<file path="src/rtl/can_fault_confinement_if.sv">
// Interface between the error detectors / protocol controller and the CAN
// fault-confinement unit.
//   master : error detectors + controller side (drives events, reads status)
//   slave  : fault-confinement unit (reads events, drives status)
// Events: sample_point, rx_bit, tx_active, bit/stuff/form/crc/ack_error,
//         rx_dom_after_flag, tx_success, rx_success
//         (+ recovery_req when CAN_HOST_RECOVERY_REQ_EN is defined)
// Status: tec, rec, error_active, error_passive, bus_off, error_warning,
//         bus_off_recovered
interface can_fault_confinement_if #(
  parameter int TEC_W = 9,
  parameter int REC_W = 8
) ();
  logic             sample_point;
  logic             rx_bit;
  logic             tx_active;
  logic             bit_error;
  logic             stuff_error;
  logic             form_error;
  logic             crc_error;
  logic             ack_error;
  logic             rx_dom_after_flag;
  logic             tx_success;
  logic             rx_success;
`ifdef CAN_HOST_RECOVERY_REQ_EN
  logic             recovery_req;
`endif
  logic [TEC_W-1:0] tec;
  logic [REC_W-1:0] rec;
  logic             error_active;
  logic             error_passive;
  logic             bus_off;
  logic             error_warning;
  logic             bus_off_recovered;

  modport master (
    output sample_point, rx_bit, tx_active, bit_error, stuff_error, form_error,
           crc_error, ack_error, rx_dom_after_flag, tx_success, rx_success,
`ifdef CAN_HOST_RECOVERY_REQ_EN
           recovery_req,
`endif
    input  tec, rec, error_active, error_passive, bus_off, error_warning,
           bus_off_recovered
  );

  modport slave (
    input  sample_point, rx_bit, tx_active, bit_error, stuff_error, form_error,
           crc_error, ack_error, rx_dom_after_flag, tx_success, rx_success,
`ifdef CAN_HOST_RECOVERY_REQ_EN
           recovery_req,
`endif
    output tec, rec, error_active, error_passive, bus_off, error_warning,
           bus_off_recovered
  );
endinterface

</file>
<file path="src/rtl/can_fault_confinement.sv">
// CAN fault-confinement unit: TEC/REC counters with +8/+1/-1 weighting,
// ERROR_ACTIVE / ERROR_PASSIVE / BUS_OFF node state, warning flag and
// bus-off recovery by counting 11-recessive-bit idle sequences.
//
// Ports:
//   clk  - clock
//   rst  - asynchronous reset, active-low
//   bus  - can_fault_confinement_if.slave (event pulses in, counters/status out)
//
// Optional feature (macro CAN_HOST_RECOVERY_REQ_EN):
//   defined   - bus.recovery_req must pulse (on or after BUS_OFF entry) before
//               recovery sequences are counted.
//   undefined - recovery counting starts on the first sample point in BUS_OFF.
module can_fault_confinement #(
  parameter int TEC_W        = 9,
  parameter int REC_W        = 8,
  parameter int WARN_TH      = 96,
  parameter int PASSIVE_TH   = 128,
  parameter int BUSOFF_TH    = 256,
  parameter int REC_RESTORE  = 120,
  parameter int IDLE_BITS    = 11,
  parameter int RECOVERY_CNT = 128
) (
  input logic                  clk,
  input logic                  rst,
  can_fault_confinement_if.slave bus
);

  typedef enum logic [1:0] {
    ST_ACTIVE  = 2'd0,
    ST_PASSIVE = 2'd1,
    ST_BUSOFF  = 2'd2
  } state_e;

  localparam int IDLE_W = $clog2(IDLE_BITS + 1);
  localparam int SEQ_W  = $clog2(RECOVERY_CNT + 1);

  localparam logic [TEC_W-1:0]  TEC_WARN    = TEC_W'(WARN_TH);
  localparam logic [TEC_W-1:0]  TEC_PASSIVE = TEC_W'(PASSIVE_TH);
  localparam logic [TEC_W-1:0]  TEC_BUSOFF  = TEC_W'(BUSOFF_TH);
  localparam logic [REC_W-1:0]  REC_WARN    = REC_W'(WARN_TH);
  localparam logic [REC_W-1:0]  REC_PASSIVE = REC_W'(PASSIVE_TH);
  localparam logic [REC_W-1:0]  REC_LOAD    = REC_W'(REC_RESTORE);
  localparam logic [IDLE_W-1:0] IDLE_LAST   = IDLE_W'(IDLE_BITS - 1);
  localparam logic [SEQ_W-1:0]  SEQ_LAST    = SEQ_W'(RECOVERY_CNT - 1);

  state_e            state_q, state_d;
  logic [TEC_W-1:0]  tec_q, tec_d;
  logic [REC_W-1:0]  rec_q, rec_d;
  logic [IDLE_W-1:0] idle_q, idle_d;
  logic [SEQ_W-1:0]  seq_q, seq_d;
  logic              warn_q, warn_d;
  logic              recov_q, recov_d;
  logic              run_recovery;

  // ---------------------------------------------------------------------------
  // Event decode
  // ---------------------------------------------------------------------------
  logic any_err, err_evt, tx_err, ack_only, tec_inc, rx_err, rx_dom;
  logic [TEC_W:0] tec_sum;
  logic [REC_W:0] rec_add, rec_sum;
  logic [TEC_W-1:0] tec_sat;
  logic [REC_W-1:0] rec_sat;

  assign any_err  = bus.bit_error | bus.stuff_error | bus.form_error |
                    bus.crc_error | bus.ack_error;
  // Any error-type pulse pre-empts a same-cycle success pulse.
  assign err_evt  = any_err | bus.rx_dom_after_flag;
  // crc_error does not count against a transmitter.
  assign tx_err   = bus.tx_active &
                    (bus.bit_error | bus.stuff_error | bus.form_error | bus.ack_error);
  assign ack_only = bus.ack_error & ~(bus.bit_error | bus.stuff_error | bus.form_error);
  // A passive transmitter that only misses the ACK keeps its TEC.
  assign tec_inc  = tx_err & ~((state_q == ST_PASSIVE) & ack_only);
  assign rx_err   = ~bus.tx_active & any_err;
  assign rx_dom   = ~bus.tx_active & bus.rx_dom_after_flag;

  // One extra bit of headroom detects overflow for saturation.
  assign tec_sum  = {1'b0, tec_q} + (TEC_W+1)'(8);
  assign tec_sat  = tec_sum[TEC_W] ? '1 : tec_sum[TEC_W-1:0];
  // Receiver increment is 0, 1, 8 or 9.
  assign rec_add  = {{(REC_W-3){1'b0}}, rx_dom, 2'b00, rx_err};
  assign rec_sum  = {1'b0, rec_q} + rec_add;
  assign rec_sat  = rec_sum[REC_W] ? '1 : rec_sum[REC_W-1:0];

`ifdef CAN_HOST_RECOVERY_REQ_EN
  logic arm_q, arm_d;
  // Armed while (about to be) in BUS_OFF once a request has been seen; the
  // entry cycle counts because state_d is already BUS_OFF there.
  assign arm_d        = (state_d == ST_BUSOFF) & (arm_q | bus.recovery_req);
  assign run_recovery = arm_q;
`else
  assign run_recovery = 1'b1;
`endif

  // ---------------------------------------------------------------------------
  // Next-state / counter logic
  // ---------------------------------------------------------------------------
  always_comb begin
    state_d = state_q;
    tec_d   = tec_q;
    rec_d   = rec_q;
    idle_d  = '0;
    seq_d   = '0;
    recov_d = 1'b0;

    if (state_q == ST_BUSOFF) begin
      // Counters frozen; only the recessive-sequence counters advance.
      idle_d = idle_q;
      seq_d  = seq_q;
      if (run_recovery && bus.sample_point) begin
        if (!bus.rx_bit) begin
          idle_d = '0;
        end else if (idle_q == IDLE_LAST) begin
          idle_d = '0;
          if (seq_q == SEQ_LAST) begin
            seq_d   = '0;
            tec_d   = '0;
            rec_d   = '0;
            state_d = ST_ACTIVE;
            recov_d = 1'b1;
          end else begin
            seq_d = seq_q + SEQ_W'(1);
          end
        end else begin
          idle_d = idle_q + IDLE_W'(1);
        end
      end
    end else begin
      if (err_evt) begin
        if (tec_inc) tec_d = tec_sat;
        rec_d = rec_sat;
      end else begin
        if (bus.tx_success && tec_q != '0) tec_d = tec_q - TEC_W'(1);
        if (bus.rx_success) begin
          if (rec_q >= REC_PASSIVE)  rec_d = REC_LOAD;
          else if (rec_q != '0)      rec_d = rec_q - REC_W'(1);
        end
      end

      // Status follows the new counter values on the same edge.
      if (tec_d >= TEC_BUSOFF)                           state_d = ST_BUSOFF;
      else if (tec_d >= TEC_PASSIVE || rec_d >= REC_PASSIVE) state_d = ST_PASSIVE;
      else                                               state_d = ST_ACTIVE;
    end

    warn_d = (tec_d >= TEC_WARN) | (rec_d >= REC_WARN);
  end

  always_ff @(posedge clk or negedge rst) begin
    if (!rst) begin
      state_q <= ST_ACTIVE;
      tec_q   <= '0;
      rec_q   <= '0;
      idle_q  <= '0;
      seq_q   <= '0;
      warn_q  <= 1'b0;
      recov_q <= 1'b0;
    end else begin
      state_q <= state_d;
      tec_q   <= tec_d;
      rec_q   <= rec_d;
      idle_q  <= idle_d;
      seq_q   <= seq_d;
      warn_q  <= warn_d;
      recov_q <= recov_d;
    end
  end

`ifdef CAN_HOST_RECOVERY_REQ_EN
  always_ff @(posedge clk or negedge rst) begin
    if (!rst) arm_q <= 1'b0;
    else      arm_q <= arm_d;
  end
`endif

  // ---------------------------------------------------------------------------
  // Outputs
  // ---------------------------------------------------------------------------
  assign bus.tec               = tec_q;
  assign bus.rec               = rec_q;
  assign bus.error_active      = (state_q == ST_ACTIVE);
  assign bus.error_passive     = (state_q == ST_PASSIVE);
  assign bus.bus_off           = (state_q == ST_BUSOFF);
  assign bus.error_warning     = warn_q;
  assign bus.bus_off_recovered = recov_q;

endmodule

</file>
<file path="src/flat_wrapper.sv">
// flat-port wrapper written by rule: the top's interface ports become plain ports
module can_fault_confinement_flat 
#(
  parameter int TEC_W        = 9,
  parameter int REC_W        = 8,
  parameter int WARN_TH      = 96,
  parameter int PASSIVE_TH   = 128,
  parameter int BUSOFF_TH    = 256,
  parameter int REC_RESTORE  = 120,
  parameter int IDLE_BITS    = 11,
  parameter int RECOVERY_CNT = 128
)
  (clk, rst, bus_sample_point, bus_rx_bit, bus_tx_active, bus_bit_error, bus_stuff_error, bus_form_error, bus_crc_error, bus_ack_error, bus_rx_dom_after_flag, bus_tx_success, bus_rx_success, bus_tec, bus_rec, bus_error_active, bus_error_passive, bus_bus_off, bus_error_warning, bus_bus_off_recovered);
  can_fault_confinement_if #(.TEC_W(TEC_W), .REC_W(REC_W)) bus_i ();
  input logic clk;
  input logic rst;
  input wire logic [$bits(bus_i.sample_point)-1:0] bus_sample_point;
  input wire logic [$bits(bus_i.rx_bit)-1:0] bus_rx_bit;
  input wire logic [$bits(bus_i.tx_active)-1:0] bus_tx_active;
  input wire logic [$bits(bus_i.bit_error)-1:0] bus_bit_error;
  input wire logic [$bits(bus_i.stuff_error)-1:0] bus_stuff_error;
  input wire logic [$bits(bus_i.form_error)-1:0] bus_form_error;
  input wire logic [$bits(bus_i.crc_error)-1:0] bus_crc_error;
  input wire logic [$bits(bus_i.ack_error)-1:0] bus_ack_error;
  input wire logic [$bits(bus_i.rx_dom_after_flag)-1:0] bus_rx_dom_after_flag;
  input wire logic [$bits(bus_i.tx_success)-1:0] bus_tx_success;
  input wire logic [$bits(bus_i.rx_success)-1:0] bus_rx_success;
  output wire logic [$bits(bus_i.tec)-1:0] bus_tec;
  output wire logic [$bits(bus_i.rec)-1:0] bus_rec;
  output wire logic [$bits(bus_i.error_active)-1:0] bus_error_active;
  output wire logic [$bits(bus_i.error_passive)-1:0] bus_error_passive;
  output wire logic [$bits(bus_i.bus_off)-1:0] bus_bus_off;
  output wire logic [$bits(bus_i.error_warning)-1:0] bus_error_warning;
  output wire logic [$bits(bus_i.bus_off_recovered)-1:0] bus_bus_off_recovered;
  assign bus_i.sample_point = bus_sample_point;
  assign bus_i.rx_bit = bus_rx_bit;
  assign bus_i.tx_active = bus_tx_active;
  assign bus_i.bit_error = bus_bit_error;
  assign bus_i.stuff_error = bus_stuff_error;
  assign bus_i.form_error = bus_form_error;
  assign bus_i.crc_error = bus_crc_error;
  assign bus_i.ack_error = bus_ack_error;
  assign bus_i.rx_dom_after_flag = bus_rx_dom_after_flag;
  assign bus_i.tx_success = bus_tx_success;
  assign bus_i.rx_success = bus_rx_success;
  assign bus_tec = bus_i.tec;
  assign bus_rec = bus_i.rec;
  assign bus_error_active = bus_i.error_active;
  assign bus_error_passive = bus_i.error_passive;
  assign bus_bus_off = bus_i.bus_off;
  assign bus_error_warning = bus_i.error_warning;
  assign bus_bus_off_recovered = bus_i.bus_off_recovered;
  can_fault_confinement #(.TEC_W(TEC_W), .REC_W(REC_W), .WARN_TH(WARN_TH), .PASSIVE_TH(PASSIVE_TH), .BUSOFF_TH(BUSOFF_TH), .REC_RESTORE(REC_RESTORE), .IDLE_BITS(IDLE_BITS), .RECOVERY_CNT(RECOVERY_CNT)) u_core (.clk(clk), .rst(rst), .bus(bus_i));
endmodule
</file>
<file path="config.mk">
export PLATFORM = sky130hd
export DESIGN_NAME = can_fault_confinement_flat
export DESIGN_NICKNAME = d
export VERILOG_FILES = /design/src/rtl/can_fault_confinement_if.sv /design/src/rtl/can_fault_confinement.sv /design/src/flat_wrapper.sv
export SDC_FILE = /design/constraint.sdc
export NUM_CORES = 1
export LEC_CHECK = 0
export ABC_CLOCK_PERIOD_IN_PS = 6000
export BUFFER_PORTS_ARGS = -buffer_cell sky130_fd_sc_hd__buf_2
export CAP_MARGIN = 5
export CORE_ASPECT_RATIO = 0.6
export CORE_UTILIZATION = 30
export DETAILED_ROUTE_END_ITERATION = 12
export PLACE_DENSITY = 0.49
export SYNTH_ARGS = -nofsm -noshare
export SYNTH_HDL_FRONTEND = slang
export SYNTH_SLANG_ARGS = --single-unit
</file>
<file path="constraint.sdc">
create_clock -name clk -period 6 [get_ports clk]
set_clock_uncertainty 0.05 [all_clocks]
set_input_delay 0.6 -clock clk [delete_from_list [all_inputs] [get_ports clk]]
set_output_delay 0.6 -clock clk [all_outputs]
set_load 0.03 [all_outputs]
</file>
After elaboration in Yosys (flattened, before gate mapping)

Cells that the tools add are included.

Bits in registers: 33
Input bits: 13

$add $sub $neg: 6
$lt $le $gt $ge: 6
Equal/unequal tests: 8
Multiplexer cells: 42
Bitwise logic cells: 16
Reductions and logical operators: 7

Operator list:

| cell                   | count |
|---|---|
| $mux W8                | 16 |
| $mux W9                | 10 |
| $ge A8 B8 Y1 const B   | 2 |
| $mux W4                | 4 |
| $mux W2                | 6 |
| $add A9 B4 Y10 const B | 1 |
| $add A8 B4 Y9          | 1 |
| $ge A9 B7 Y1 const B   | 1 |
| $ge A9 B8 Y1 const B   | 1 |
| $ge A9 B9 Y1 const B   | 1 |
| $reduce_bool A9 Y1     | 1 |
| $sub A9 B1 Y9 const B  | 1 |
| $add A8 B1 Y8 const B  | 1 |
| $eq A8 B7 Y1 const B   | 1 |
| $ge A8 B7 Y1 const B   | 1 |
| $reduce_bool A8 Y1     | 1 |
| $sub A8 B1 Y8 const B  | 1 |
| $or A1 B1 Y1           | 7 |
| $and A1 B1 Y1          | 6 |
| $mux W1                | 6 |
| $add A4 B1 Y4 const B  | 1 |
| $eq A4 B4 Y1 const B   | 1 |
| $ne A2 B1 Y1 const B   | 2 |
| $ne A2 B2 Y1 const B   | 2 |
| other kinds (8)        | 10 |

Logic depth before layout (Yosys ltp)

Gate-level depths: netlist of run 1.

Depth in word-level cells: 15
Mapped depth: 10
Mapped depth without buffers: 10

Worst setup path before layout of run 1

OpenSTA, ideal clock, no wires.

Path type: in2reg
Start: in bus_stuff_error
End: reg u_core.warn_q, in the netlist u_core.bus.error_warning
Library setup time: 140 ps
Arrival time: 2402 ps
Required time: 5810 ps
Slack: 3408 ps
Stages on the path: 10
Buffers on the path: 0
Cell sequence: nor3_1 -> a21oi_1 -> ha_1 -> ha_1 -> a31o_2 -> nor4_1 -> o21ai_0 -> and3_1 -> a211oi_1 -> o2111ai_1

Cells in the longest elaborated chain, start to end: 13

RTL lines:

| what                                                                   | RTL line                                                                              | source |
|---|---|---|
| start, declared                                                        | flat_wrapper.sv:21                                                                    | `input wire logic [$bits(bus_i.stuff_error)-1:0] bus_stuff_error;` |
| $or A1 B1 Y1 * (2 in a row)                                            | can_fault_confinement.sv:65, can_fault_confinement.sv:71, can_fault_confinement.sv:72 |  |
| parallel branches: the longest is 10 deep, another holds $add A8 B4 Y9 | -                                                                                     |  |
| $or A1 B1 Y1 *                                                         | can_fault_confinement.sv:147                                                          | `warn_d = (tec_d >= TEC_WARN) \| (rec_d >= REC_WARN);` |
| via u_core.warn_d                                                      | can_fault_confinement.sv:52                                                           | `logic warn_q, warn_d;` |
| end signal, assigned                                                   | can_fault_confinement.sv:165                                                          | `warn_q <= warn_d;` |
| end, declared                                                          | can_fault_confinement.sv:52                                                           |  |

Mark *: on every way through the listed nets, which the timed path passes. The select of a mux whose other input is x is not followed.
A chain may end at the register's enable or synchronous reset.

Final worst setup path of run 1

Same ends and word-level chain as after synthesis.

==> results of run 1 <==
[flip-flops by register name (all words and copies together) (netlist names)]
register                      count
u_core.bus.tec                    9
u_core.idle_q                     4
u_core.bus.error_warning          1
u_core.state_q                    2
u_core.bus.rec                    8
u_core.bus.bus_off_recovered      1
u_core.seq_q                      8
[layout make-up]
type	instances	area, um2
fill	851	5037
multi-input combinational	238	1529
sequential	33	825.8
timing repair buffer	36	185.2
clock buffer	7	142.6
tap	108	135.1
inverter	16	60.06
clock inverter	1	30.03
[cell families after synthesis]
| logic type | synth area share, % |
|---|---|
| simple gates | 27.01 |
| mux | 0.8077 |
| xor+xnor | 2.827 |
| flops | 33.32 |
| buf+inv | 4.998 |
| fa+ha+maj | 6.057 |
| compound gates | 24.99 |
[synthesized netlist by cell type, types with 2 or more instances]
library cell	count	area share (%)
sky130_fd_sc_hd__a211o_1	2	0.71
sky130_fd_sc_hd__a211oi_1	4	1.2
sky130_fd_sc_hd__a21o_1	3	0.91
sky130_fd_sc_hd__a21oi_1	16	3.2
sky130_fd_sc_hd__a22o_1	4	1.4
sky130_fd_sc_hd__a22oi_1	2	0.61
sky130_fd_sc_hd__a31oi_1	9	2.3
sky130_fd_sc_hd__a41oi_1	2	0.71
sky130_fd_sc_hd__and2_1	4	1.0
sky130_fd_sc_hd__and3_1	5	1.3
sky130_fd_sc_hd__and3b_1	2	0.71
sky130_fd_sc_hd__clkbuf_1	16	2.4
sky130_fd_sc_hd__dfrtp_1	33	33
sky130_fd_sc_hd__ha_1	12	6.1
sky130_fd_sc_hd__inv_1	16	2.4
sky130_fd_sc_hd__mux2i_1	2	0.81
sky130_fd_sc_hd__nand2_1	21	3.2
sky130_fd_sc_hd__nand2b_1	3	0.76
sky130_fd_sc_hd__nand3_1	7	1.4
sky130_fd_sc_hd__nand4_1	7	1.8
sky130_fd_sc_hd__nor2_1	35	5.3
sky130_fd_sc_hd__nor2b_1	2	0.50
sky130_fd_sc_hd__nor3_1	7	1.4
sky130_fd_sc_hd__nor3b_1	5	1.5
sky130_fd_sc_hd__nor4_1	5	1.3
sky130_fd_sc_hd__o2111ai_1	2	0.71
sky130_fd_sc_hd__o211ai_1	4	1.2
sky130_fd_sc_hd__o21ai_0	25	5.0
sky130_fd_sc_hd__o21ai_1	2	0.40
sky130_fd_sc_hd__o22ai_1	4	1.0
sky130_fd_sc_hd__o31ai_1	3	0.91
sky130_fd_sc_hd__or2_2	2	0.50
sky130_fd_sc_hd__or3_4	2	0.91
sky130_fd_sc_hd__or4_1	3	0.91
sky130_fd_sc_hd__or4b_2	2	0.81
sky130_fd_sc_hd__xnor2_1	3	1.1
sky130_fd_sc_hd__xor2_1	5	1.8
[worst max path at each step]
stage                                    end  slack, ps
floorplan           u_core.bus.error_warning       3410
global placement    u_core.bus.error_warning       3090
detailed placement  u_core.bus.error_warning       2960
CTS                 u_core.bus.error_warning       3260
global route        u_core.bus.error_warning       3010
finish              u_core.bus.error_warning       3240
[power by group]
group / total, mW / internal, mW / switching, mW
logic: 0.597 / 0.217 / 0.380
registers: 0.430 / 0.281 / 0.149
clock network: 0.311 / 0.208 / 0.103
[per-layer routing]
metal  GRT usage, %  part of all wire [%]
met5              0                     0
met3          5.346                   8.9
met4          4.167                  0.85
met2          21.12                    34
met1          31.20                    57
[stage by stage]
step | instances | util (%) | setup slack, ps | total power, mW
after detailed placement | 431 | 34.43 | 2960 | 1.024
after global routing | 439 | 36.60 | 3008 | 1.429
after global placement | 431 | 34.43 | 3091 | 1.025
after CTS | 439 | 36.60 | 3260 | 1.337
final | 439 | 36.60 | 3239 | 1.338
after floorplan | 304 | - | 3408 | 0.8285
[worst max-delay path: stages]
cell,delay (ps)
sky130_fd_sc_hd__buf_2,100
sky130_fd_sc_hd__nor3_1,310
sky130_fd_sc_hd__a21oi_1,130
sky130_fd_sc_hd__ha_1,230
sky130_fd_sc_hd__ha_1,240
sky130_fd_sc_hd__a31o_2,270
sky130_fd_sc_hd__nor4_1,290
sky130_fd_sc_hd__o21ai_0,150
sky130_fd_sc_hd__and3_1,190
sky130_fd_sc_hd__a211oi_1,170
sky130_fd_sc_hd__o2111ai_1,170
==> qor.json, run 1 <==
{
  "run_status": {"value": "complete, no violations"},
  "areal_power_density_over_the_cells": {"value": 460.3, "unit": "mW/mm2"},
  "first_global_vias": {"value": 2078},
  "cts-resized-gates": {"value": 0},
  "worst-r2r-cell-count": {"value": 8},
  "route.final.wire_length": {"value": 7.421, "unit": "mm"},
  "post_syn_instances": {"value": 304},
  "core": {"value": 0.007945, "unit": "mm2"},
  "grt_start_max_net_pins": {"value": 36},
  "number_of_antenna_violations_at_the_first_check_in_global_routing": {"value": 0},
  "rr_endpoint": {"value": "u_core.bus.error_warning"},
  "finalMaxSlewViolations": {"value": 0},
  "cts_tree": {"value": "yes"},
  "postRouteAntennaNets": {"value": 0},
  "yosys.cell_types.count": {"value": 60},
  "worst_ir_drop_vdd": {"value": 0.0001811, "unit": "V"},
  "first_pass_iters": {"value": 4},
  "cts_buffers": {"value": 5},
  "fmax": {"value": 362.2, "unit": "MHz"},
  "crit-reg2reg-launch": {"value": "u_core.bus.tec[0]"},
  "maxCapViolCount": {"value": 0},
  "num_io_pins": {"value": 35},
  "synth.cell_area": {"value": 0.002479, "unit": "mm2"},
  "grt_usage": {"value": 18.49, "unit": "%"},
  "fp.dieArea": {"value": 0.008642, "unit": "mm2"},
  "initial_utilization": {"value": 31.20, "unit": "%"},
  "rrSetupSlack": {"value": 3530, "unit": "ps"},
  "syn_area_per_cell": {"value": 8.153, "unit": "um2"},
  "mostFrequentLayoutCell": {"value": "sky130_fd_sc_hd__nor2_1"},
  "critical_path_peak_fanout": {"value": 3},
  "clock_tree.htree_level_count": {"value": 2},
  "hold_violations": {"value": 0},
  "synth_enable_flop_cells": {"value": 0},
  "cts.path.max_buffers": {"value": 2},
  "flow.area_growth_from_synthesis": {"value": 17.31, "unit": "%"},
  "final_period_minus_worst_setup_slack": {"value": 2761, "unit": "ps"},
  "most-common-layout-cells": {"value": "sky130_fd_sc_hd__nor2_1, sky130_fd_sc_hd__buf_2, sky130_fd_sc_hd__dfrtp_1, sky130_fd_sc_hd__o21ai_0, sky130_fd_sc_hd__nand2_1"},
  "clkTransAtPathRegs": {"value": 60, "unit": "ps"},
  "synthesis.nets": {"value": 329},
  "final.hold.worst_slack": {"value": 350.4, "unit": "ps"},
  "post-dp-hpwl": {"value": 5.432, "unit": "mm"},
  "grt_pass1_wl": {"value": 12.06, "unit": "mm"},
  "route.detailed.vias_per_inst": {"value": 5.467},
  "num_rows": {"value": 25},
  "grt_setup_unrepaired": {"value": "false"},
  "ys_warn_count": {"value": 0},
  "routed_wire_length_per_instance": {"value": 16.90, "unit": "um"},
  "postPlaceCellArea": {"value": 0.002735, "unit": "mm2"},
  "remaining_drc_errors": {"value": 0},
  "synth.ff_latch_count": {"value": 33},
  "worst_slew_margin_rel": {"value": 47.28, "unit": "%"},
  "ys_async_sr_fraction": {"value": 100.0, "unit": "%"},
  "required": {"value": 6080, "unit": "ps"},
  "setup.worst_path.start": {"value": "bus_stuff_error"},
  "layout-drive-gt1-share": {"value": 16.62, "unit": "%"},
  "totalNegativeSetupSlack": {"value": 0, "unit": "ps"},
  "timing.critical_path.to_type": {"value": "register"},
  "seq_area_frac_synth": {"value": 33.32, "unit": "%"},
  "grt_overflow_total": {"value": 0},
  "finalNetCount": {"value": 355},
  "place_congestion": {"value": 0.8630},
  "hold_wc_path_type": {"value": "input port to asynchronous set/reset pin"},
  "cts-root-buf": {"value": "sky130_fd_sc_hd__clkbuf_16"},
  "die_height": {"value": 72.41, "unit": "um"},
  "worstSetupStartpointType": {"value": "input port"},
  "insertion_delay": {"value": 290, "unit": "ps"},
  "postCtsSetupRepairBufs": {"value": 0},
  "final_min_period_over_clock_period": {"value": 46.01, "unit": "%"},
  "first_iter_violations": {"value": 231},
  "placement.io_buffers": {"value": 34},
  "setup_violations": {"value": 0},
  "power.static_leakage": {"value": 1.253, "unit": "nW"},
  "max_slew.worst_pin.slew": {"value": 790.8, "unit": "ps"},
  "timing.critical_path.arrival": {"value": 2850, "unit": "ps"},
  "design_area": {"value": 0.002908, "unit": "mm2"},
  "ant_cells": {"value": 0},
  "cts_hold_buf": {"value": 0},
  "detailroute.via_count": {"value": 2400},
  "cts.sink_count": {"value": 33},
  "criticalPathCategory": {"value": "input port to register"},
  "dominantRegCellSynth": {"value": "sky130_fd_sc_hd__dfrtp_1"},
  "fp.dieW": {"value": 119.3, "unit": "um"}
}
Note: power is estimated with default switching activity, not from simulation.
==> run 2: changes to the inputs <==
ABC_CLOCK_PERIOD_IN_PS = 2850   (was 6000)
clock period = 2.85 ns   (was 6 ns; I/O delays follow)
==> run 2 against run 1 <==
Global-route usage up 0.16 points. Sequential power increased by 100%. Largest power group unchanged. Critical path type is now register to register. Sequential share of layout area fell by 0.50 points. Critical endpoint unchanged.
==> qor.json, run 2 (synthesized netlist as in run 1, its figures left out) <==
{
  "run_status": {"value": "complete, no violations"},
  "most-common-layout-cells": {"value": "sky130_fd_sc_hd__nor2_1, sky130_fd_sc_hd__buf_2, sky130_fd_sc_hd__dfrtp_1, sky130_fd_sc_hd__o21ai_0, sky130_fd_sc_hd__nand2_1"},
  "areal_power_density_over_the_cells": {"value": 957.4, "unit": "mW/mm2", "change": "+110%"},
  "remaining_drc_errors": {"value": 0, "change": "unchanged"},
  "cts_tree": {"value": "yes"},
  "clkTransAtPathRegs": {"value": 60, "unit": "ps", "change": "about the same"},
  "place_congestion": {"value": 0.8379, "change": "-2.9%"},
  "grt_setup_unrepaired": {"value": "false"},
  "finalMaxSlewViolations": {"value": 0, "change": "unchanged"},
  "final_core_utilization": {"value": 37.26, "unit": "%", "change": "+0.66 points"},
  "route.detailed.vias_per_inst": {"value": 5.487, "change": "+0.36%"},
  "rr_endpoint": {"value": "u_core.bus.error_warning"},
  "postRouteAntennaNets": {"value": 0, "change": "unchanged"},
  "power_frac_comb": {"value": 46.7, "unit": "%", "change": "+2.1 points"},
  "worst_slew_margin_rel": {"value": 47.86, "unit": "%", "change": "+0.58 points"},
  "cts_hold_buf": {"value": 0, "change": "unchanged"},
  "final_min_period_over_clock_period": {"value": 85.70, "unit": "%"},
  "num_rows": {"value": 25, "change": "unchanged"},
  "filler_cell_count": {"value": 852, "change": "+0.12%"},
  "p_seq_share": {"value": 30.4, "unit": "%", "change": "-1.7 points"},
  "fp.dieW": {"value": 119.3, "unit": "um", "change": "unchanged"},
  "die_height": {"value": 72.41, "unit": "um", "change": "unchanged"},
  "crit-reg2reg-launch": {"value": "u_core.bus.tec[0]"},
  "power.static_leakage": {"value": 1.287, "unit": "nW", "change": "+2.7%"},
  "setup.worst_path.start": {"value": "u_core.bus.tec[0]"},
  "totalNegativeSetupSlack": {"value": 0, "unit": "ps", "change": "unchanged"},
  "cts-resized-gates": {"value": 0, "change": "unchanged"},
  "placement.io_buffers": {"value": 34, "change": "unchanged"},
  "clockPowerShare": {"value": 22.9, "unit": "%", "change": "-0.3 points"},
  "initial_utilization": {"value": 31.20, "unit": "%", "change": "unchanged"},
  "postPlaceCellArea": {"value": 0.002788, "unit": "mm2", "change": "+1.9%"},
  "maxCapViolCount": {"value": 0, "change": "unchanged"},
  "fmax": {"value": 409.4, "unit": "MHz"},
  "cts.sink_count": {"value": 33, "change": "unchanged"},
  "critical_path_peak_fanout": {"value": 5, "change": "+2"},
  "grt_pass1_wl": {"value": 12.09, "unit": "mm", "change": "+0.22%"},
  "fp.dieArea": {"value": 0.008642, "unit": "mm2", "change": "unchanged"},
  "number_of_antenna_violations_at_the_first_check_in_global_routing": {"value": 0, "change": "unchanged"},
  "numPlacedInstances": {"value": 438, "change": "+1.6%"},
  "num_io_pins": {"value": 35, "change": "unchanged"},
  "grt_usage": {"value": 18.65, "unit": "%", "change": "+0.16 points"},
  "required": {"value": 2990, "unit": "ps", "change": "-3090 ps"},
  "postCtsSetupRepairBufs": {"value": 0, "change": "unchanged"},
  "ant_cells": {"value": 0, "change": "unchanged"},
  "power_switching": {"value": 1.323, "unit": "mW", "change": "+110%"},
  "core": {"value": 0.007945, "unit": "mm2", "change": "unchanged"},
  "first_pass_iters": {"value": 5, "change": "+1"},
  "rrSetupSlack": {"value": 410, "unit": "ps", "change": "-3120 ps"},
  "cts.path.max_buffers": {"value": 2, "change": "unchanged"},
  "hold_wc_path_type": {"value": "input port to asynchronous set/reset pin"},
  "worst_ir_drop_vdd": {"value": 0.0003791, "unit": "V", "change": "+110%"},
  "design_area": {"value": 0.002960, "unit": "mm2", "change": "+1.8%"},
  "timing.critical_path.arrival": {"value": 2590, "unit": "ps", "change": "-260 ps"},
  "switching_share": {"value": 46.69, "unit": "%", "change": "-0.59 points"},
  "layout-drive-gt1-share": {"value": 18.34, "unit": "%", "change": "+1.7 points"},
  "cts-root-buf": {"value": "sky130_fd_sc_hd__clkbuf_16"},
  "grt_start_max_net_pins": {"value": 34, "change": "-5.6%"},
  "flow.area_growth_from_synthesis": {"value": 19.43, "unit": "%"},
  "worst-r2r-cell-count": {"value": 8, "change": "unchanged"},
  "route.final.wire_length": {"value": 7.522, "unit": "mm", "change": "+1.4%"},
  "setup_violations": {"value": 0, "change": "unchanged"},
  "endpoint": {"value": "u_core.bus.error_warning"},
  "first_iter_violations": {"value": 140, "change": "-39%"},
  "finalNetCount": {"value": 362, "change": "+2.0%"},
  "grt_overflow_total": {"value": 0, "change": "unchanged"},
  "detailroute.via_count": {"value": 2447, "change": "+2.0%"},
  "max_slew.worst_pin.slew": {"value": 782.1, "unit": "ps", "change": "-8.737 ps"},
  "clock_tree.htree_level_count": {"value": 2, "change": "unchanged"},
  "hold_violations": {"value": 0, "change": "unchanged"},
  "post-dp-hpwl": {"value": 5.626, "unit": "mm", "change": "+3.6%"},
  "final_period_minus_worst_setup_slack": {"value": 2442, "unit": "ps"},
  "largest_register_ffs": {"value": 9, "change": "unchanged"},
  "criticalPathCategory": {"value": "register to register"},
  "mostFrequentLayoutCell": {"value": "sky130_fd_sc_hd__nor2_1"},
  "timing.critical_path.to_type": {"value": "register"},
  "routed_wire_length_per_instance": {"value": 16.87, "unit": "um", "change": "-0.23%"},
  "final_cells": {"value": 446, "change": "+1.6%"},
  "first_global_vias": {"value": 2142, "change": "+3.1%"},
  "worstSetupStartpointType": {"value": "register"},
  "cts_buffers": {"value": 5, "change": "unchanged"},
  "insertion_delay": {"value": 280, "unit": "ps", "change": "about the same"},
  "cell_int_power": {"value": 1.511, "unit": "mW", "change": "+110%"}
}
==> run 2: layout make-up <==
class	instances	area (um2)	share of cell area, %
multi-input cells	238	1529	51.65
flip-flops and latches	33	825.8	27.90
repair buffers	43	237.7	8.030
clock buffers	7	142.6	4.818
well taps	108	135.1	4.565
inverters	16	60.06	2.029
clock inverters	1	30.03	1.014
==> run 2: routing by layer <==
layer | share of wire [%] | vias to the layer above | global-route usage, %
met4 | 0.94 | 0 | 4.583
met1 | 59 | 1157 | 32.14
met2 | 33 | 81 | 20.35
met5 | 0 | - | 0
li1 | - | 1201 | -
met3 | 6.8 | 8 | 5.267
==> run 2: worst min path at each step <==
| stage | startpoint | end | slack, ps |
|---|---|---|---|
| 2_1_floorplan | rst | u_core.bus.bus_off_recovered | -60 |
| 3_3_place_gp | rst | u_core.bus.rec[4] | 380 |
| 3_5_place_dp | rst | u_core.bus.bus_off_recovered | 370 |
| 4_1_cts | rst | u_core.bus.rec[4] | 70 |
| 5_1_grt | rst | u_core.bus.rec[4] | 110 |
| 6_report | rst | u_core.bus.rec[4] | 40 |
==> run 2: power by group through the flow <==
stage | Sequential [mW] | Combinational, mW | Clock, mW
after floorplan | 0.940 | 0.805 | 0
after detailed placement | 0.862 | 1.31 | 0
after global routing | 0.889 | 1.45 | 0.679
final | 0.861 | 1.32 | 0.649
after CTS | 0.855 | 1.32 | 0.658
after global placement | 0.875 | 1.31 | 0
==> run 2: metrics by stage <==
step                      worst slack, ps  power [mW]  hold WS, ps
after CTS                           463.2       2.828        65.58
after global routing                248.5       3.017        108.5
after detailed placement            213.5       2.172        371.6
after floorplan                     503.4       1.744       -60.59
final                               407.5       2.834        36.03
after global placement              284.4       2.182        376.3
==> run 2: worst max-delay path, stage by stage (launching register included) <==
cell,delay [ps]
sky130_fd_sc_hd__dfrtp_1,410
sky130_fd_sc_hd__inv_1,90
sky130_fd_sc_hd__ha_1,200
sky130_fd_sc_hd__or4b_2,600
sky130_fd_sc_hd__o21ai_1,280
sky130_fd_sc_hd__nor3_1,130
sky130_fd_sc_hd__a21o_1,180
sky130_fd_sc_hd__o211a_1,240
sky130_fd_sc_hd__o2111ai_1,180
==> run 3: changes to the inputs <==
ABC_CLOCK_PERIOD_IN_PS = 2100   (was 2850)
PLACE_DENSITY = 0.51   (was 0.49)
clock period = 2.1 ns   (was 2.85 ns; I/O delays follow)
==> run 3 against run 2 <==
The flow now finishes with violations (negative setup slack). Die area is the same. Sequential power is 24% higher. Core utilization grew 7.4 points. Critical path depth decreased by 2. Via count rose by 7.6%. Design area grew 20%. Setup slack worse by 440 ps. Power is 56% higher. Global-route usage up 1.4 points. Wire length up 11%. Non-clock buffer count rose by 56. Critical path type unchanged. Largest power group unchanged.
==> qor.json, run 3 (synthesized netlist as in run 1, its figures left out) <==
{
  "grt_start_max_net_pins": {"value": 34, "change": "unchanged"},
  "finalWorstSetupSlack": {"value": -32.57, "unit": "ps", "change": "-440.1 ps"},
  "route.final.wire_length": {"value": 8.313, "unit": "mm", "change": "+11%"},
  "cts_tree": {"value": "yes"},
  "postRouteAntennaNets": {"value": 0, "change": "unchanged"},
  "routed_wire_length_per_instance": {"value": 16.56, "unit": "um", "change": "-1.8%"},
  "final_min_period_over_clock_period": {"value": 101.6, "unit": "%", "change": "+16 points"},
  "setup_violations": {"value": 1, "change": "+1"},
  "grt_overflow_total": {"value": 0, "change": "unchanged"},
  "clock_tree.htree_level_count": {"value": 2, "change": "unchanged"},
  "cts.sink_count": {"value": 33, "change": "unchanged"},
  "largest_register_ffs": {"value": 9, "change": "unchanged"},
  "timing.critical_path.to_type": {"value": "register"},
  "remaining_drc_errors": {"value": 0, "change": "unchanged"},
  "run_status": {"value": "finished with violations"},
  "hold_wc_path_type": {"value": "input port to register"},
  "first_iter_violations": {"value": 210, "change": "+50%"},
  "criticalPathCategory": {"value": "register to register"},
  "flow.area_growth_from_synthesis": {"value": 43.01, "unit": "%"},
  "fmax": {"value": 468.9, "unit": "MHz", "change": "+15%"},
  "first_pass_iters": {"value": 5, "change": "unchanged"},
  "final_core_utilization": {"value": 44.61, "unit": "%", "change": "+7.4 points"},
  "grt_usage": {"value": 20.07, "unit": "%", "change": "+1.4 points"},
  "violations": {"value": "negative setup slack"},
  "insertion_delay": {"value": 280, "unit": "ps", "change": "about the same"},
  "fp.dieW": {"value": 119.3, "unit": "um", "change": "unchanged"},
  "finalMaxSlewViolations": {"value": 0, "change": "unchanged"},
  "required": {"value": 2190, "unit": "ps", "change": "-800 ps"},
  "areal_power_density_over_the_cells": {"value": 1248, "unit": "mW/mm2", "change": "+30%"},
  "final.hold.worst_slack": {"value": 237.6, "unit": "ps", "change": "+201.6 ps"},
  "postPlaceCellArea": {"value": 0.003232, "unit": "mm2", "change": "+16%"},
  "first_global_vias": {"value": 2401, "change": "+12%"},
  "grt_setup_unrepaired": {"value": "true"},
  "final_period_minus_worst_setup_slack": {"value": 2133, "unit": "ps", "change": "-309.9 ps"},
  "grt_pass1_wl": {"value": 13.27, "unit": "mm", "change": "+9.8%"},
  "worstSetupStartpointType": {"value": "register"},
  "place_congestion": {"value": 0.9115, "change": "+8.8%"},
  "post-dp-hpwl": {"value": 6.297, "unit": "mm", "change": "+12%"},
  "layout-drive-gt1-share": {"value": 39.34, "unit": "%", "change": "+21 points"},
  "design_area": {"value": 0.003545, "unit": "mm2", "change": "+20%"},
  "hold_violations": {"value": 0, "change": "unchanged"},
  "ant_cells": {"value": 0, "change": "unchanged"},
  "max_slew.worst_pin.slew": {"value": 790.2, "unit": "ps", "change": "+8.147 ps"},
  "num_io_pins": {"value": 35, "change": "unchanged"},
  "mostFrequentLayoutCell": {"value": "sky130_fd_sc_hd__buf_4"},
  "maxCapViolCount": {"value": 0, "change": "unchanged"},
  "critical_path_peak_fanout": {"value": 7, "change": "+2"},
  "core": {"value": 0.007945, "unit": "mm2", "change": "unchanged"},
  "cts-root-buf": {"value": "sky130_fd_sc_hd__clkbuf_16"},
  "number_of_antenna_violations_at_the_first_check_in_global_routing": {"value": 0, "change": "unchanged"},
  "cts.path.max_buffers": {"value": 2, "change": "unchanged"},
  "die_height": {"value": 72.41, "unit": "um", "change": "unchanged"},
  "initial_utilization": {"value": 31.20, "unit": "%", "change": "unchanged"},
  "timing.critical_path.arrival": {"value": 2220, "unit": "ps", "change": "-370 ps"},
  "num_rows": {"value": 25, "change": "unchanged"},
  "finalNetCount": {"value": 418, "change": "+15%"},
  "cts_buffers": {"value": 5, "change": "unchanged"},
  "power.static_leakage": {"value": 1.563, "unit": "nW", "change": "+21%"},
  "clkTransAtPathRegs": {"value": 60, "unit": "ps", "change": "about the same"},
  "most-common-layout-cells": {"value": "sky130_fd_sc_hd__buf_4, sky130_fd_sc_hd__nor2_1, sky130_fd_sc_hd__buf_2, sky130_fd_sc_hd__dfrtp_1, sky130_fd_sc_hd__o21ai_0"},
  "fp.dieArea": {"value": 0.008642, "unit": "mm2", "change": "unchanged"},
  "worst_slew_margin_rel": {"value": 47.32, "unit": "%", "change": "-0.54 points"},
  "detailroute.via_count": {"value": 2634, "change": "+7.6%"},
  "placement.io_buffers": {"value": 34, "change": "unchanged"},
  "route.detailed.vias_per_inst": {"value": 5.247, "change": "-4.4%"},
  "worst_ir_drop_vdd": {"value": 0.0004348, "unit": "V", "change": "+15%"}
}
-- run 3: timing repair --
action / CTS / global route
pin swaps: 3 / 11
hold buffers: 1 / 0
buffers inserted: 3 / 3
setup endpoints to repair: 2 / 8
endpoints found under the hold margin: 16 / 0
gates resized for setup: 11 / 13
-- run 3: metal layers --
metal / up-vias / GRT usage, % / share of wire (%)
li1: 1309 / - / -
met1: 1224 / 33.35 / 55
met2: 94 / 23.51 / 35
met3: 7 / 6.211 / 8.9
met4: 0 / 4.028 / 1.0
met5: - / 0 / 0
-- run 3: power breakdown --
group | internal [mW] | switching (mW)
logic | 1.14 | 1.51
clock network | 0.435 | 0.274
registers | 0.822 | 0.245
total | 2.39 | 2.03
-- run 3: critical path, stage by stage, from the launching register on --
cell                        delay (ps)
sky130_fd_sc_hd__dfrtp_2           470
sky130_fd_sc_hd__or2_2             360
sky130_fd_sc_hd__o41a_1            370
sky130_fd_sc_hd__a211o_1           280
sky130_fd_sc_hd__a32o_1            270
sky130_fd_sc_hd__nand2_1            80
sky130_fd_sc_hd__o2111ai_2         110
-- run 3: layout make-up --
type,instances,area (um2)
Multi-Input combinational cell,238,1709
Clock inverter,2,10.01
Inverter,16,63.81
Fill cell,807,4400
Timing Repair Buffer,99,660.6
Tap cell,108,135.1
Sequential cell,33,837.1
Clock buffer,6,128.9
-- run 3: final timing paths --
path / from / end / slack (ps) / cells past startpoint
worst max-delay path: u_core.bus.rec[3] / u_core.bus.error_warning / -30 / 6
worst max register to register: u_core.bus.rec[3] / u_core.bus.error_warning / -30 / 6
worst min register to register: u_core.seq_q[6] / u_core.seq_q[6] / 510 / 2
min in group asynchronous: rst / u_core.idle_q[3] / 500 / 2
max in group asynchronous: rst / u_core.bus.tec[1] / 930 / 2
worst min-delay path: bus_sample_point / u_core.idle_q[1] / 240 / 3
-- run 3: per-stage QoR --
stage	power (mW)	std cells	worst slack (ps)	setup TNS (ps)
3_5_place_dp	3.494	487	-265.1	-846.8
6_report	4.423	502	-32.57	-32.57
4_1_cts	4.289	499	1.725	0
5_1_grt	4.721	502	-107.6	-227.3
3_3_place_gp	3.500	487	-197.4	-580.7
2_1_floorplan	2.512	304	-16.43	-16.43
